**config.mk**
```make
export PLATFORM = sky130hd
export DESIGN_NAME = rx_arbiter_rr
export DESIGN_NICKNAME = d
export VERILOG_FILES = /design/src/rtl/rx_arbiter_rr.sv
export SDC_FILE = /design/constraint.sdc
export NUM_CORES = 1
export LEC_CHECK = 0
export CORE_MARGIN = 4
export CORE_UTILIZATION = 54
export CTS_CLUSTER_DIAMETER = 40
export DETAILED_ROUTE_END_ITERATION = 10
export DONT_BUFFER_PORTS = 1
export MAX_ROUTING_LAYER = met4
export PLACE_DENSITY = 0.83
export SYNTH_ARGS = -nofsm -noshare
export SYNTH_HDL_FRONTEND = slang
export SYNTH_SLANG_ARGS = --single-unit
export TNS_END_PERCENT = 50
```
**constraint.sdc**
```tcl
create_clock -name clk -period 3.4 [get_ports clk]
set_input_delay 0.34 -clock clk [delete_from_list [all_inputs] [get_ports clk]]
set_output_delay 0.34 -clock clk [all_outputs]
set_load 0.02 [all_outputs]
```
**src/rtl/rx_arbiter_rr.sv**
```systemverilog
`default_nettype none
// +--------------------------------------------------------------------------+
// | rx_arbiter_rr : N-channel two-phase handshake arbiter feeding one FIFO.  |
// | Revision 1.0                                                             |
// +--------------------------------------------------------------------------+
module rx_arbiter_rr #(
  parameter int ID   = -1,
  parameter int N    = 5,
  parameter int SIZE = 8,
  parameter int MODE = 0
) (
  input  logic                  clk,
  input  logic                  reset_n,
  input  logic [N-1:0]          fifo_push_req,
  output logic [N-1:0]          fifo_push_ack,
  input  logic [N*SIZE-1:0]     fifo_push_data,
  output logic                  fifo_write,
  input  logic                  fifo_full,
  output logic [SIZE-1:0]       fifo_data_in,
  output logic [$clog2(N)-1:0]  grant_idx,
  output logic [N-1:0]          pending
);

  localparam int IW = $clog2(N);

  if (N < 2 || N > 16 || SIZE < 1 || SIZE > 64 || MODE < 0 || MODE > 1) begin : g_bad_param
    $error("rx_arbiter_rr (router %0d): illegal parameter set", ID);
  end

  logic [SIZE-1:0] ch_data [N];

  for (genvar k = 0; k < N; k++) begin : g_unpack
    assign ch_data[k] = fifo_push_data[k*SIZE +: SIZE];
  end

  logic [N-1:0]    ack_q, ack_d;
  logic            write_q, write_d;
  logic [SIZE-1:0] data_q, data_d;
  logic [IW-1:0]   gidx_q, gidx_d;
  logic [IW-1:0]   rr_ptr_q, rr_ptr_d;

  logic [IW:0]     base;
  logic [IW:0]     cand;
  logic            found;
  logic [IW-1:0]   gsel;

  assign pending = fifo_push_req ^ ack_q;

  // Search starts at rr_ptr in round-robin mode, at 0 in fixed-priority mode;
  // the extra bit of cand absorbs the wrap before it is folded back below N.
  always_comb begin
    base  = (MODE == 0) ? {1'b0, rr_ptr_q} : '0;
    cand  = '0;
    found = 1'b0;
    gsel  = '0;
    for (int i = 0; i < N; i++) begin
      cand = base + (IW+1)'(i);
      if (cand >= (IW+1)'(N)) begin
        cand = cand - (IW+1)'(N);
      end
      if (!found && pending[cand[IW-1:0]]) begin
        found = 1'b1;
        gsel  = cand[IW-1:0];
      end
    end
  end

  always_comb begin
    ack_d    = ack_q;
    write_d  = 1'b0;
    data_d   = data_q;
    gidx_d   = gidx_q;
    rr_ptr_d = rr_ptr_q;
    if (found && !fifo_full) begin
      ack_d[gsel] = ~ack_q[gsel];
      write_d     = 1'b1;
      data_d      = ch_data[gsel];
      gidx_d      = gsel;
      rr_ptr_d    = (gsel == IW'(N-1)) ? '0 : gsel + 1'b1;
    end
  end

  always_ff @(posedge clk or negedge reset_n) begin
    if (!reset_n) begin
      ack_q    <= '0;
      write_q  <= 1'b0;
      data_q   <= '0;
      gidx_q   <= '0;
      rr_ptr_q <= '0;
    end else begin
      ack_q    <= ack_d;
      write_q  <= write_d;
      data_q   <= data_d;
      gidx_q   <= gidx_d;
      rr_ptr_q <= rr_ptr_d;
    end
  end

  assign fifo_push_ack = ack_q;
  assign fifo_write    = write_q;
  assign fifo_data_in  = data_q;
  assign grant_idx     = gidx_q;

endmodule
`default_nettype wire

```
==> results.json <==
{
  "status": "finished with violations",
  "violations": "negative setup slack",
  "hold_viol_final": 0,
  "dp_hpwl_microns": 6083,
  "setup_ws_ns": -0.1833,
  "cpMaxStageDelayCell": "dfrtp_2",
  "via_count": 2939,
  "crit_fanout": 5,
  "synth_cell_types": 72,
  "worst_ep_required_time_ns": 3.56,
  "synth-edff-count": 0,
  "avgSynthCellArea_sq_um": 7.991,
  "drtIter0Drc": 395,
  "endpoint_kind": "flop",
  "dpl-instance-area_sq_um": 2979,
  "critical_path.top_delay_family": "compound AO/OA/AOI/OAI gates",
  "clock_skew_ns": 0.005289,
  "area_delta_synth_final_pct": 32.53,
  "cts.clk_slew.worst_paths_ns": 0.08,
  "finalSetupViolations": 12,
  "cts_sinks": 20,
  "cap_violations": 0,
  "r2r_start": "rr_ptr_q[1]$_DFFE_PN0P_",
  "overflow": 0,
  "slowest_delay_ns": 0.49,
  "firstDrtPassIters": 7,
  "grt_usage_pct": 27.79,
  "routed_wl_microns": 9167,
  "rrSetupSlack_ns": -0.18,
  "fin_nets": 432,
  "instances_no_fill": 426,
  "synth_area_sq_um": 2581,
  "r2r-end": "fifo_data_in[1]$_DFFE_PN0P_",
  "fmax_mhz": 279.1,
  "grt_pass1_vias": 2681,
  "core_area_sq_um": 4474,
  "yosysTopAreaCellShare_pct": 19.39,
  "start_util_pct": 57.69,
  "clock_path_buffers": 2,
  "ys.flop_type": "dfrtp_1",
  "ys.warnings.count": 0,
  "ant_nets": 0,
  "worstHoldStart": "fifo_push_data[7]",
  "crit_type": "reg2reg",
  "ios": 70,
  "fin_crit_ns": 3.583,
  "fillers": 278,
  "insertion_delay_ns": 0.26,
  "ys_ff_latch": 20,
  "cts_max_level": 1,
  "cts_tree": "done",
  "finalCritPeriodShare_pct": 105.4,
  "die_w_microns": 77.14,
  "die_area_sq_um": 5950,
  "yosysMostFrequentCell": "inv_1",
  "synth_area_leaders": "dfrtp_1 (19%), ha_1 (3.9%), o21ai_0 (3.9%), inv_1 (3.8%), o211ai_1 (3.8%)",
  "ctsRootBufferMaster": "clkbuf_8",
  "crit_path_cell_trace": "buf_4 -> buf_4 -> fa_2 -> inv_4 -> nand2_1 -> o22ai_4 -> o211ai_1 -> and2_1 -> o21a_1 -> a221o_1 -> buf_6 -> nor2_2 -> buf_6 -> o211ai_1 -> a22o_1",
  "worstPathArrival_ns": 3.74,
  "syn_inst": 323,
  "viasPerCell": 6.899,
  "antenna_cells": 0,
  "max_slew_margin_pct": 36.46,
  "drc": 0,
  "ys_top_cells_by_count": "inv_1 (26), nor2_1 (25), dfrtp_1 (20), nand2_1 (20), o21ai_0 (20)",
  "hold_class": "in2reg",
  "grt_pass1_wl_microns": 13230,
  "wire_per_inst_microns": 21.52,
  "antenna_found_initial": 0,
  "hold_depth": 2,
  "fin_area_sq_um": 3421,
  "dp.cells": 408,
  "rsz0062_at_grt": "true",
  "grt_max_degree": 21,
  "synthesis.nets": 380,
  "synth-async-reset-ratio_pct": 100.0,
  "cp-start-kind": "flop",
  "synth-seq-area-share_pct": 19.39,
  "die_h_microns": 77.14,
  "holdPathEnd": "fifo_data_in[7]$_DFFE_PN0P_",
  "io_buffers": 0,
  "slew_viol_final": 0,
  "gp_congestion": 0.9174,
  "drive_above_1_share_pct": 36.90,
  "setup_tns_ns": -1.591,
  "r2r_cells": 15,
  "numCtsBuffers": 3,
  "cp.buffers_inverters": 5,
  "rows": 24,
  "worstMarginPinSlew_ns": 0.9500,
  "synth_top_cell_by_area": "dfrtp_1"
}
## worst max-delay path by stage
stage,from,endpoint,slack (ns),cells after the start
finish,rr_ptr_q[1]$_DFFE_PN0P_,fifo_data_in[1]$_DFFE_PN0P_,-0.18,15
global route,rr_ptr_q[1]$_DFFE_PN0P_,fifo_data_in[1]$_DFFE_PN0P_,-0.30,15
CTS,rr_ptr_q[0]$_DFFE_PN0P_,fifo_push_ack[0]$_DFFE_PN0P_,-0.03,15
detailed placement,rr_ptr_q[1]$_DFFE_PN0P_,fifo_push_ack[0]$_DFFE_PN0P_,-0.10,13
global placement,rr_ptr_q[1]$_DFFE_PN0P_,fifo_data_in[0]$_DFFE_PN0P_,-0.03,13
floorplan,rr_ptr_q[0]$_DFFE_PN0P_,fifo_data_in[7]$_DFFE_PN0P_,-0.10,15
## worst reg2reg max path, cell delays in order, from the launching register on
cell	delay (ns)
dfrtp_2	0.49
buf_4	0.17
buf_4	0.16
fa_2	0.46
inv_4	0.11
nand2_1	0.16
o22ai_4	0.26
o211ai_1	0.18
and2_1	0.18
o21a_1	0.16
a221o_1	0.41
buf_6	0.16
nor2_2	0.14
buf_6	0.14
o211ai_1	0.10
a22o_1	0.22
## sequential cells by signal, indices dropped and copies added (netlist names)
signal,flops
fifo_data_in,8
fifo_push_ack,5
fifo_write,1
grant_idx,3
rr_ptr_q,3
## per-layer routing
layer  part of all wire [%]  GRT usage [%]  vias up
li1                       -              -     1290
met1                     37          37.54     1367
met2                     48          41.80      237
met3                     11          4.450       45
met4                    3.8          10.50        0
met5                      0              -        -
## through the flow
stage               hold slack, ns  setup WS [ns]  utilization, %
floorplan                  0.04441        -0.1030               -
global placement           0.04512       -0.02628           66.58
detailed placement         0.04480        -0.1023           66.58
CTS                         0.2916       -0.02969           71.36
global route                0.2881        -0.2991           76.45
finish                      0.2894        -0.1833           76.45
## logic make-up (layout without fill, tap and decap cells)
kind of cell | Yosys count | count (layout) | synth area share [%]
flip-flops | 20 | 20 | 19.39
multiplexers | 6 | 6 | 2.375
AO/OA/AOI/OAI | 113 | 113 | 34.17
AND/OR/NAND/NOR | 115 | 116 | 24.67
XOR/XNOR | 13 | 13 | 5.575
buffers and inverters | 47 | 97 | 9.161
adder cells (fa/ha/maj) | 9 | 9 | 4.654
## timing repair
action,in CTS,in global routing
setup endpoints to repair,13,17
pin swaps,4,13
cloned,1,1
buffers inserted,5,6
hold buffers,1,0
hold endpoints to repair,20,0
gates resized for setup,20,35
## area by class of cell
type / count / area (sq um) / share of cell area (%)
multi-input cells: 257 / 2163 / 63.24
repair buffers: 64 / 500.5 / 14.63
inverters: 29 / 116.4 / 3.402
clock inverters: 1 / 30.03 / 0.8778
clock buffers: 3 / 41.29 / 1.207
well taps: 52 / 65.06 / 1.902
flip-flops and latches: 20 / 504.2 / 14.74
## cell usage in the layout (no fill, tap or decap), types with 5 or more instances in the layout
| master | Yosys | final |
|---|---|---|
| a21boi_0 | 5 | 5 |
| a22o_1 | 8 | 8 |
| a31oi_1 | 10 | 8 |
| and2_1 | 11 | 5 |
| and2_4 | 0 | 7 |
| buf_4 | 2 | 59 |
| dfrtp_1 | 20 | 17 |
| inv_1 | 26 | 24 |
| nand2_1 | 20 | 20 |
| nand2b_1 | 8 | 8 |
| nand3_1 | 13 | 10 |
| nor2_1 | 25 | 23 |
| o211ai_1 | 13 | 13 |
| o21ai_0 | 20 | 18 |
| o22ai_1 | 8 | 6 |
| xor2_1 | 6 | 6 |
Power is not shown: default switching activity piles up to over one toggle a cycle in this logic, so the estimate is an artifact.
